File: config.mk
export PLATFORM = sky130hd
export DESIGN_NAME = mul_sched
export DESIGN_NICKNAME = d
export VERILOG_FILES = /design/src/rtl/mul_sched.sv
export SDC_FILE = /design/constraint.sdc
export NUM_CORES = 1
export LEC_CHECK = 0
export ABC_AREA = 1
export BUFFER_PORTS_ARGS = -buffer_cell sky130_fd_sc_hd__buf_2
export CORE_UTILIZATION = 50
export DETAILED_ROUTE_END_ITERATION = 8
export HOLD_SLACK_MARGIN = 0.12
export PLACE_DENSITY = 0.75
export REMOVE_ABC_BUFFERS = 1
export SETUP_SLACK_MARGIN = 0.3
export SLEW_MARGIN = 20
export SYNTH_ARGS = -nofsm -noshare
export SYNTH_HDL_FRONTEND = slang
export SYNTH_SLANG_ARGS = --single-unit
File: constraint.sdc
create_clock -name clk -period 4.2 [get_ports clk]
set_clock_uncertainty 0.05 [all_clocks]
set_input_delay 0.63 -clock clk [delete_from_list [all_inputs] [get_ports clk]]
set_output_delay 0.63 -clock clk [all_outputs]
set_load 0.01 [all_outputs]
File: src/rtl/mul_sched.sv
// mul_sched: two-requester round-robin scheduler around a 4x4 shift-add multiplier.
module mul_sched (
  input  logic       clk,
  input  logic       reset,
  input  logic       req0,
  input  logic [3:0] x0,
  input  logic [3:0] b0,
  input  logic       req1,
  input  logic [3:0] x1,
  input  logic [3:0] b1,
  output logic       gnt0,
  output logic       gnt1,
  output logic       busy,
  output logic [7:0] y,
  output logic       done,
  output logic       done_id
);
  localparam logic [1:0] IDLE = 2'd0, RUN = 2'd1, DONE = 2'd2;
  logic [1:0] state, cnt;
  logic [3:0] xr, br;
  logic [7:0] acc, acc_n;
  logic       win, win_n, last_id;
  assign win_n = (req0 && req1) ? ~last_id : req1;
  assign acc_n = acc + (xr[cnt] ? ({4'b0, br} << cnt) : 8'd0);
  assign busy  = state != IDLE;
  assign done  = state == DONE;
  always_ff @(posedge clk or posedge reset) begin
    if (reset) begin
      state   <= IDLE;
      cnt     <= '0;
      xr      <= '0;
      br      <= '0;
      acc     <= '0;
      win     <= 1'b0;
      last_id <= 1'b1;
      gnt0    <= 1'b0;
      gnt1    <= 1'b0;
      y       <= '0;
      done_id <= 1'b0;
    end else begin
      gnt0 <= 1'b0;
      gnt1 <= 1'b0;
      case (state)
        IDLE: if (req0 || req1) begin
          state <= RUN;
          win   <= win_n;
          xr    <= win_n ? x1 : x0;
          br    <= win_n ? b1 : b0;
          acc   <= '0;
          cnt   <= '0;
          gnt0  <= ~win_n;
          gnt1  <= win_n;
        end
        RUN: begin
          acc <= acc_n;
          cnt <= cnt + 2'd1;
          if (cnt == 2'd3) begin
            y       <= acc_n;
            done_id <= win;
            state   <= DONE;
          end
        end
        DONE: begin
          last_id <= win;
          state   <= IDLE;
        end
        default: state <= IDLE;
      endcase
    end
  end
endmodule

# After elaboration in Yosys (flattened, before gate mapping)
# Cells that the tools add are included.
dict set report word_totals {
  ff_bits 33
  inputBits 20
  output_inout_bits 13
  elab_cells 48
}
dict set report classes {
  n_addsub 2
  n_lt_le_gt_ge 1
  eq_ne 5
  shifts 1
  muxes 17
  bitwise 2
  reduce_logical 9
}
# op n
set op_table {}
lappend op_table {{$mux W8} 2}
lappend op_table {{$pmux W8 S2} 1}
lappend op_table {{$add A8 B8 Y8} 1}
lappend op_table {{$mux W4} 2}
lappend op_table {{$pmux W2 S2} 2}
lappend op_table {{$reduce_and A2 Y1} 4}
lappend op_table {{$shl A4 B2 Y8} 1}
lappend op_table {{$mux W1} 6}
lappend op_table {{$mux W2} 3}
lappend op_table {{$eq A2 B2 Y1 const B} 2}
lappend op_table {{$ne A2 B2 Y1 const B} 2}
lappend op_table {{$reduce_bool A2 Y1} 2}
lappend op_table {{$lt A2 B3 Y1 const B} 1}
lappend op_table {{$add A2 B1 Y2 const B} 1}
lappend op_table {{$bmux W1 S2} 1}
lappend op_table {{$eq A2 B1 Y1 const B} 1}
lappend op_table {{$logic_not A2 Y1} 1}
lappend op_table {{$not A1 Y1} 2}
lappend op_table {{$logic_and A1 B1 Y1} 1}
lappend op_table {{$logic_or A1 B1 Y1} 1}

# Depth between registers and ports, before layout
# Gate-level depths: netlist of the first run.
dict set report logic_depth {
  word_depth 5
  ltp_mapped 15
  ltp_nobuf 15
}

# Least setup slack after synthesis of the first run
# OpenSTA, ideal clock, no wires.
dict set report synth_path {
  path_kind {register to register}
  startpoint {reg cnt[0]}
  endpoint {reg acc[7]}
  setup_time_ps 117
  arrival_time_ps 1771
  required_ps 4033
  path_slack_ps 2261
  stages_incl_launch_ff 12
  path_cell_list {dfrtp_1 buf_2 o21ai_1 nand2_1 and3_1 ha_1 nand2_1 inv_1 a21oi_1 nand3_1 nand3_1 nand2_1}
}
dict set report synth_via {
  elab_chain_cells 5
  elab_cells_between_ends 6
}
# item line
set synth_rtl {}
lappend synth_rtl {{from (decl)} 19} ;# logic [1:0] state, cnt;
lappend synth_rtl {{from (signal assigned)} 56} ;# cnt <= cnt + 2'd1;
lappend synth_rtl {{$bmux W1 S2} 24} ;# assign acc_n = acc + (xr[cnt] ? ({4'b0, br} << cnt) : 8'd0);
lappend synth_rtl {{$mux W1 (implied by the code)} 24}
lappend synth_rtl {{$mux W8 (*)} 24}
lappend synth_rtl {{$add A8 B8 Y8 (*)} 24}
lappend synth_rtl {{$pmux W8 S2 (*)} 43} ;# case (state)
lappend synth_rtl {{to (signal assigned)} 55} ;# acc <= acc_n;
lappend synth_rtl {{to (decl)} 21} ;# logic [7:0] acc, acc_n;
# Mark *: on every way between the ends. The rest lies on a longest branch, timed or not. The select of a mux whose other input is x is not followed.
# A chain may end at the register's enable or synchronous reset.

# Worst setup path after layout of the first run
dict set report layout_path {
  startpoint {reg cnt[0]}
  endpoint {reg acc[6]}
}
# Same word-level chain as after synthesis.

==> impl_metrics.json, run 1 <==
{
  "status": "finished, final reports clean",
  "internal_power_w": 0.000960,
  "synthCells": 224,
  "grt_use_total": 0.212,
  "multi_input_area_um2": 873,
  "synth_most_common_cell": "nand2_1",
  "hold_buffers": 0,
  "critPathArrivalTime_ns": 2.35,
  "cts_tree": "built",
  "num_rows": 21,
  "clkTransAtPathRegs_ns": 0.07,
  "antennaDiodeCount": 0,
  "crit_chain": "inv_1, o21ai_0, nand2_1, o21ai_0, nand2_1, inv_1, ha_1, or2_1, nand3b_1, nand3_1, nand3_1, nand2_1",
  "powerDensity_nw_per_um2": 774,
  "synth_top_area_cell": "dfrtp_1",
  "path_class": "register to register",
  "port_buffers": 32,
  "synthDominantCellAreaShare": 0.434,
  "routabilityCongestion": 0.849,
  "grt_pass1_vias": 1481,
  "core_area_um2": 3440,
  "synth_top_family_by_area": "simple AND/OR/NAND/NOR gates",
  "cp-endpoint": "acc[6]",
  "reg2reg_slack_ns": 1.98,
  "hold_path_class": "input pin to asynchronous set/reset pin",
  "synth_common_cells": "60 x nand2_1, 32 x dfrtp_1, 25 x inv_1, 19 x nand3_1, 19 x o21ai_0",
  "synth_edf_count": 0,
  "critPathMostFrequentCell": "nand2_1",
  "synth_cell_types": 30,
  "synth_warnings": 0,
  "fin_crit_ns": 2.22,
  "dieWidth_um": 62.8,
  "fillerInstances": 329,
  "io_pins": 33,
  "slowest_stage": "dfrtp_1",
  "synth-simple-area-share": 0.243,
  "ys_top_cells_by_area": "dfrtp_1 43%, nand2_1 12%, ha_1 5.4%, nand3_1 5.1%, o21ai_0 5.1%",
  "reg2regPathDepth": 12,
  "cts_buffers": 5,
  "ys_seq_area_frac": 0.448,
  "setup_viol_count_final": 0,
  "clockBufferDepth": 2,
  "regArea_um2": 827,
  "maxSlewViolCount": 0,
  "overflow": 0,
  "end_kind": "register",
  "fmax_mhz": 450,
  "cp-startpoint": "cnt[0]",
  "htreeDepth": 2,
  "async_reset_ff_frac": 1.00,
  "synth_compound_area_frac": 0.160,
  "first_iter_violations": 82,
  "synth_xor_area_frac": 0.00474,
  "area_growth_pct": 17.0,
  "tns_ns": 0,
  "synthAdderAreaFrac": 0.0650,
  "vias": 1528,
  "clockPowerShare": 0.183,
  "dieArea_um2": 3940,
  "ant_nets": 0,
  "dieHeight_um": 62.8,
  "place_area_um2": 2040,
  "cap_violations": 0,
  "grt_first_pass_wirelength_um": 6460,
  "hpwl_um": 2580,
  "nNetsFinal": 290,
  "cts_resized": 0,
  "post-route-period-util": 0.529,
  "required_ns": 4.33,
  "wl_um": 3460,
  "tightestPinTransition_ns": 0.403,
  "stdcell_area_um2": 2160,
  "comb_power_share": 0.489,
  "clk_latency_ns": 0.29,
  "max_stage_delay_ns": 0.54,
  "synth_area_um2": 1850,
  "crit_fanout": 12,
  "r2r-start": "cnt[0]",
  "via_per_inst": 4.96,
  "synth_flop_cell": "dfrtp_1",
  "grt_max_degree": 34,
  "r2r_end": "acc[6]",
  "drive_gt1_frac": 0.248,
  "rsz0062_at_grt": "false",
  "p_leak_nw": 1.21,
  "ys_seq_elements": 33,
  "clockRootBuffer": "clkbuf_8",
  "power_frac_seq": 0.328,
  "ir_drop_v": 0.000434,
  "critPathLaunchType": "register",
  "clock-sinks": 33,
  "wl_per_cell_um": 11.2,
  "sw_frac_of_total": 0.426,
  "dr.pass1.iters": 5,
  "post-route-drc-count": 0,
  "relSlewSlack": 0.731,
  "initial_core_util": 0.537,
  "post-cts-setup-buffer-count": 0,
  "avgSynthCellArea_um2": 8.24,
  "finalHoldViolations": 0,
  "synth_mux_area_frac": 0,
  "power.total_w": 0.00167,
  "antenna_found_initial": 0,
  "timing.hold.ws_ns": 0.371,
  "p_switching_w": 0.000712
}
[registers in the layout (all words and copies together), names as in the netlist, 2 cells and up]
register and count:
acc 8, br 4, cnt 2, state 2
xr 4, y 8
[layout by cell type (no fill, tap or decap), types with 2 or more instances in the layout]
cell,synthesis,final
o21ai_0,19,19
nand2_1,60,60
o21ai_1,4,4
clkbuf_8,0,6
a21oi_1,3,3
nand3_1,19,19
o21ai_2,7,7
nand3b_1,2,2
nor2_1,14,14
o22ai_2,4,4
buf_2,1,32
nand2_2,3,3
inv_1,25,25
ha_1,8,8
a21o_1,2,2
or2_1,2,2
dfrtp_1,32,32
inv_2,5,5
[metal layers]
metal  wire, µm  track usage  part of all wire
met1       1650        0.265              0.48
met2       1610        0.351              0.46
met3        135       0.0493             0.039
met4         66       0.0901             0.019
met5          0            0                 0
[worst max-delay path: cells and delay by family (launching register included)]
kind,cells,cell delay (ns)
flip-flops,1,0.54
AND/OR/NAND/NOR,7,0.75
adder cells (fa/ha/maj),1,0.25
AO/OA/AOI/OAI,2,0.31
buffers and inverters,2,0.21
[final cells by class]
| cell class | count | area share |
|---|---|---|
| multi-input cells | 157 | 0.404 |
| flip-flops and latches | 33 | 0.383 |
| repair buffers | 33 | 0.0776 |
| inverters | 31 | 0.0550 |
| clock buffers | 7 | 0.0400 |
| well taps | 46 | 0.0266 |
| clock inverters | 1 | 0.0139 |
[how the worst min path moves through the flow]
stage / from / end / slack (ns) / cells after the start
4_1_cts: reset / acc[1] / 0.39 / 3
6_report: reset / y[1] / 0.37 / 3
2_1_floorplan: xr[2] / xr[2] / 0.40 / 2
5_1_grt: reset / acc[1] / 0.41 / 3
3_5_place_dp: y[5] / y[5] / 0.41 / 2
3_3_place_gp: y[5] / y[5] / 0.41 / 2
[power by group through the flow]
stage               registers, W  logic, W  clock network [W]
floorplan               0.000556  0.000616                  0
global placement        0.000548  0.000805                  0
detailed placement      0.000554  0.000822                  0
CTS                     0.000550  0.000826           0.000310
global route            0.000570  0.000958           0.000330
finish                  0.000549  0.000817           0.000307
[metrics by stage]
step | std cells | utilization | setup slack, ns
detailed placement | 300 | 0.594 | 1.99
CTS | 308 | 0.628 | 1.99
floorplan | 221 | - | 2.21
global route | 308 | 0.628 | 1.67
global placement | 300 | 0.594 | 2.09
finish | 308 | 0.628 | 1.98
[kinds of logic after synthesis]
kind of cell / after synthesis
buffers and inverters: 34
AOI/OAI and AO/OA: 43
adders and majority gates: 9
DFF: 33
xor gates and xnor gates: 1
and+or+nand+nor: 104
No activity file was read; power rests on OpenSTA's default activity.
==> run 2: changes to the inputs <==
==> constraint.sdc (replaced) <==
create_clock -name clk -period 2.3 [get_ports clk]
set_clock_uncertainty 0.05 [all_clocks]
set_input_delay 0.345 -clock clk [delete_from_list [all_inputs] [get_ports clk]]
set_output_delay 0.345 -clock clk [all_outputs]
set_load 0.01 [all_outputs]
==> impl_metrics.json, run 2 (synthesis gave the netlist of run 1 again) <==
{
  "status": "finished, final reports clean",
  "critPathArrivalTime_ns": 2.33,
  "hpwl_um": 2570,
  "path_buf_inv": 2,
  "drive_gt1_frac": 0.399,
  "nNetsFinal": 301,
  "timing.hold.ws_ns": 0.257,
  "vias": 1636,
  "htreeDepth": 2,
  "rsz0062_at_grt": "true",
  "maxSlewViolCount": 0,
  "cts_tree": "built",
  "overflow": 0,
  "via_per_inst": 5.13,
  "worstHoldStart": "b1[0]",
  "crit_chain": "buf_6, nand2_2, o21ai_2, o21ai_1, nand2_1, inv_2, ha_4, or2_4, nand3b_1, nand2_1, nand2_2, nand3_2, nand2_1",
  "post-route-drc-count": 0,
  "clockPowerShare": 0.148,
  "final_cell_mix": "53 x nand2_1, 32 x buf_2, 31 x dfrtp_1",
  "clk_latency_ns": 0.29,
  "ir_drop_v": 0.000693,
  "clock-sinks": 33,
  "sw_frac_of_total": 0.436,
  "crit_fanout": 7,
  "finalHoldViolations": 0,
  "initial_core_util": 0.537,
  "dieArea_um2": 3940,
  "powerDensity_nw_per_um2": 1520,
  "mostFrequentLayoutCell": "nand2_1",
  "fillerInstances": 287,
  "grt_use_total": 0.218,
  "dieHeight_um": 62.8,
  "power_frac_seq": 0.282,
  "setup_viol_count_final": 0,
  "fin_crit_ns": 2.15,
  "hold_path_class": "input pin to register",
  "reg_top3": "acc (8), y (8)",
  "post-place-cells": 300,
  "r2r-start": "cnt[0]",
  "fmax_mhz": 465,
  "path_class": "register to register",
  "port_buffers": 32,
  "num_rows": 21,
  "ant_nets": 0,
  "antenna_found_initial": 0,
  "grt_pass1_vias": 1529,
  "post-route-period-util": 0.935,
  "tns_ns": 0,
  "cap_violations": 0,
  "end_kind": "register",
  "clockRootBuffer": "clkbuf_8",
  "slowest_stage": "dfrtp_2",
  "cts_buffers": 5,
  "cp-startpoint": "cnt[0]",
  "tightestPinTransition_ns": 0.425,
  "area_growth_pct": 28.9,
  "dr.pass1.iters": 5,
  "critPathMostFrequentCell": "nand2_1",
  "grt_first_pass_wirelength_um": 6640,
  "p_switching_w": 0.00158,
  "core_area_um2": 3440,
  "wl_per_cell_um": 13.1,
  "antennaDiodeCount": 0,
  "comb_power_share": 0.569,
  "grt_max_degree": 34,
  "p_leak_nw": 1.27,
  "clkTransAtPathRegs_ns": 0.07,
  "clockBufferDepth": 2,
  "io_pins": 33,
  "internal_power_w": 0.00205,
  "wl_um": 4160,
  "dieWidth_um": 62.8,
  "relSlewSlack": 0.717,
  "final_cells": 319,
  "critPathLaunchType": "register",
  "crit_family": "simple AND/OR/NAND/NOR gates",
  "required_ns": 2.48,
  "routabilityCongestion": 0.863,
  "max_stage_delay_ns": 0.49,
  "first_iter_violations": 53
}
==> run 2: cell count changes in the layout (fill, tap and decap cells not counted), moves of 5 or more <==
cell and change:
nand2_1 -7, o21ai_0 -6, buf_4 +8, nand3_2 +5, nand2_2 +7, inv_1 -5
nand3_1 -5
==> run 2: what timing repair did <==
| action | 4_1_cts | 5_1_grt |
|---|---|---|
| resized for setup | 21 | 23 |
| buffers inserted | 4 | 6 |
| pin swaps | 5 | 22 |
| endpoints found under the setup margin | 10 | 10 |
| hold buffers | 1 | 0 |
| hold endpoints to repair | 32 | 0 |
==> run 2: cell type report <==
| type | instances | area (µm²) | share of cell area |
|---|---|---|---|
| Timing Repair Buffer | 44 | 260 | 0.109 |
| Multi-Input combinational cell | 157 | 1010 | 0.422 |
| Inverter | 31 | 121 | 0.0510 |
| Clock buffer | 6 | 72.6 | 0.0305 |
| Tap cell | 46 | 57.6 | 0.0242 |
| Sequential cell | 33 | 828 | 0.348 |
| Clock inverter | 2 | 35.0 | 0.0147 |
==> run 2: final timing paths <==
check | to | slack, ns | cells past startpoint
max in group asynchronous | last_id | 1.23 | 4
worst min register to register | y[6] | 0.43 | 2
worst max-delay path | acc[5] | 0.15 | 13
worst min-delay path | br[0] | 0.26 | 3
min in group asynchronous | y[0] | 0.63 | 4
worst max register to register | acc[5] | 0.15 | 13
==> run 2: stage by stage <==
stage / total power, W / util / setup WS, ns / instance area [µm²]
3_3_place_gp: 0.00247 / 0.594 / 0.193 / 2040
2_1_floorplan: 0.00214 / - / 0.308 / 1820
4_1_cts: 0.00329 / 0.660 / 0.298 / 2270
6_report: 0.00363 / 0.692 / 0.149 / 2380
3_5_place_dp: 0.00251 / 0.594 / 0.109 / 2040
5_1_grt: 0.00391 / 0.692 / 0.0710 / 2380
==> run 2: per-layer routing <==
layer / global-route usage / routed length, µm / up-vias
met3: 0.0602 / 162 / 12
met5: 0 / 0 / -
li1: - / - / 821
met2: 0.364 / 2030 / 50
met1: 0.262 / 1850 / 753
met4: 0.0930 / 117 / 0
==> run 2: tightest hold or removal path, stage by stage <==
cell and delay [ns]:
buf_2 0.08, nor2_1 0.04, o22ai_2 0.09
==> run 2: power groups by stage <==
stage / sequential, W / combinational [W] / clock, W
final: 0.00102 / 0.00207 / 0.000538
after global routing: 0.00106 / 0.00229 / 0.000570
after CTS: 0.00101 / 0.00174 / 0.000538
after detailed placement: 0.00101 / 0.00150 / 0
after global placement: 0.00100 / 0.00147 / 0
after floorplan: 0.00101 / 0.00112 / 0
==> run 3: changes to the inputs <==
--- a/config.mk
+++ b/config.mk
@@ -8,6 +8,7 @@
 export ABC_AREA = 1
 export BUFFER_PORTS_ARGS = -buffer_cell sky130_fd_sc_hd__buf_2
 export CORE_UTILIZATION = 50
+export CTS_CLUSTER_DIAMETER = 200
 export DETAILED_ROUTE_END_ITERATION = 8
 export HOLD_SLACK_MARGIN = 0.12
 export PLACE_DENSITY = 0.75
==> constraint.sdc (replaced) <==
create_clock -name clk -period 2.3 [get_ports clk]
set_clock_uncertainty 0.05 [all_clocks]
set_input_delay 0.69 -clock clk [delete_from_list [all_inputs] [get_ports clk]]
set_output_delay 0.69 -clock clk [all_outputs]
set_load 0.01 [all_outputs]
==> impl_metrics.json, run 3 (synthesis gave the netlist of run 1 again) <==
{
  "status": "finished, final reports clean",
  "port_buffers": 32,
  "timing.hold.ws_ns": 0.426,
  "cap_violations": 0,
  "hpwl_um": 2570,
  "clockPowerShare": 0.148,
  "setup_viol_count_final": 0,
  "wl_per_cell_um": 13.0,
  "dieHeight_um": 62.8,
  "fin_crit_ns": 2.16,
  "critPathArrivalTime_ns": 2.34,
  "finalHoldViolations": 0,
  "fillerInstances": 288,
  "clkTransAtPathRegs_ns": 0.07,
  "dieArea_um2": 3940,
  "hold_path_class": "input pin to asynchronous set/reset pin",
  "internal_power_w": 0.00204,
  "drive_gt1_frac": 0.401,
  "hold_buffers": 0,
  "core_area_um2": 3440,
  "antenna_found_initial": 0,
  "initial_core_util": 0.537,
  "ant_nets": 0,
  "comb_power_share": 0.569,
  "power_frac_seq": 0.282,
  "rsz0062_at_grt": "true",
  "p_leak_nw": 1.26,
  "via_per_inst": 5.13,
  "critPathLaunchType": "register",
  "cp-startpoint": "cnt[0]",
  "io_pins": 33,
  "antennaDiodeCount": 0,
  "clock-sinks": 33,
  "reg_top3": "acc (8), y (8)",
  "crit_chain": "buf_6, nand2_2, o21ai_2, o21ai_1, nand2_1, inv_2, ha_4, or2_4, nand3b_1, nand2_1, nand2_2, nand3_2, nand2_1",
  "nNetsFinal": 300,
  "routabilityCongestion": 0.863,
  "setup_slack_ns": 0.142,
  "cts_tree": "built",
  "ir_drop_v": 0.000694,
  "clockRootBuffer": "clkbuf_8",
  "grt_max_degree": 34,
  "required_ns": 2.48,
  "wl_um": 4140,
  "end_kind": "register",
  "path_class": "register to register",
  "first_iter_violations": 43,
  "powerDensity_nw_per_um2": 1530,
  "slowest_stage": "dfrtp_2",
  "final_cell_mix": "53 x nand2_1, 32 x buf_2, 31 x dfrtp_1",
  "clk_latency_ns": 0.29,
  "sw_frac_of_total": 0.436,
  "p_switching_w": 0.00158,
  "r2r-start": "cnt[0]",
  "maxSlewViolCount": 0,
  "fmax_mhz": 463,
  "critPathMostFrequentCell": "nand2_1",
  "dp_slack_ns": 0.109,
  "dr.pass1.iters": 4,
  "clockBufferDepth": 2,
  "area_growth_pct": 28.4,
  "fin_util": 0.689,
  "crit_fanout": 7,
  "relSlewSlack": 0.724,
  "dieWidth_um": 62.8,
  "post-route-period-util": 0.938,
  "max_stage_delay_ns": 0.49,
  "crit_family": "simple AND/OR/NAND/NOR gates",
  "mostFrequentLayoutCell": "nand2_1",
  "tns_ns": 0,
  "grt_first_pass_wirelength_um": 6640,
  "cts_buffers": 5,
  "path_buf_inv": 2,
  "grt_pass1_vias": 1525,
  "tightestPinTransition_ns": 0.414,
  "post-route-drc-count": 0,
  "htreeDepth": 2,
  "overflow": 0,
  "num_rows": 21,
  "grt_use_total": 0.218,
  "vias": 1631
}
[run 3: changes by cell type in the layout (fill, tap and decap cells not counted), sizes merged]
cell,previous run,this run
dlygate4sd3,1,0
[run 3: cell type report]
| cell class | instances | area [µm²] | area share |
|---|---|---|---|
| sequential | 33 | 828 | 0.349 |
| clock inverter | 2 | 35.0 | 0.0148 |
| inverter | 31 | 121 | 0.0512 |
| multi-input combinational | 157 | 1010 | 0.424 |
| tap | 46 | 57.6 | 0.0243 |
| clock buffer | 6 | 72.6 | 0.0306 |
| timing repair buffer | 43 | 250 | 0.106 |
[run 3: layer usage]
layer,track usage,vias up,routed length (µm)
li1,-,820,-
met1,0.262,753,1850
met2,0.364,50,2060
met3,0.0602,8,155
met4,0.0930,0,79
met5,0,-,0
[run 3: timing repair]
| item | 4_1_cts | 5_1_grt |
|---|---|---|
| pin swaps | 5 | 22 |
| gates cloned | 0 | 0 |
| gates resized for setup | 21 | 23 |
| endpoints found under the setup margin | 10 | 10 |
| buffers inserted | 4 | 6 |
[run 3: final timing paths]
| kind | end | slack [ns] | cells after the start |
|---|---|---|---|
| max reg2reg | acc[5] | 0.14 | 13 |
| min reg2reg | y[6] | 0.43 | 2 |
| min | acc[1] | 0.43 | 3 |
| max in group asynchronous | last_id | 1.45 | 3 |
| min in group clk | y[6] | 0.43 | 2 |
| max | acc[5] | 0.14 | 13 |
[run 3: through the flow]
| step | power (W) | instances | cell area, µm² |
|---|---|---|---|
| final | 0.00363 | 318 | 2370 |
| after global routing | 0.00391 | 318 | 2370 |
| after CTS | 0.00329 | 312 | 2260 |
| after detailed placement | 0.00251 | 300 | 2040 |
| after global placement | 0.00247 | 300 | 2040 |
| after floorplan | 0.00214 | 221 | 1820 |
[run 3: power by group through the flow]
stage,clock (W),combinational [W],sequential (W)
after floorplan,0,0.00112,0.00101
after CTS,0.000538,0.00174,0.00101
after detailed placement,0,0.00150,0.00101
after global placement,0,0.00147,0.00100
final,0.000538,0.00206,0.00102
after global routing,0.000570,0.00229,0.00106
[run 3: worst reg2reg max path: cells and delay by family, from the launching register on]
| kind | cells | cell delay, ns |
|---|---|---|
| AO/OA/AOI/OAI | 2 | 0.18 |
| adder cells (fa/ha/maj) | 1 | 0.21 |
| buffers and inverters | 2 | 0.26 |
| flip-flops | 1 | 0.49 |
| AND/OR/NAND/NOR | 8 | 0.90 |
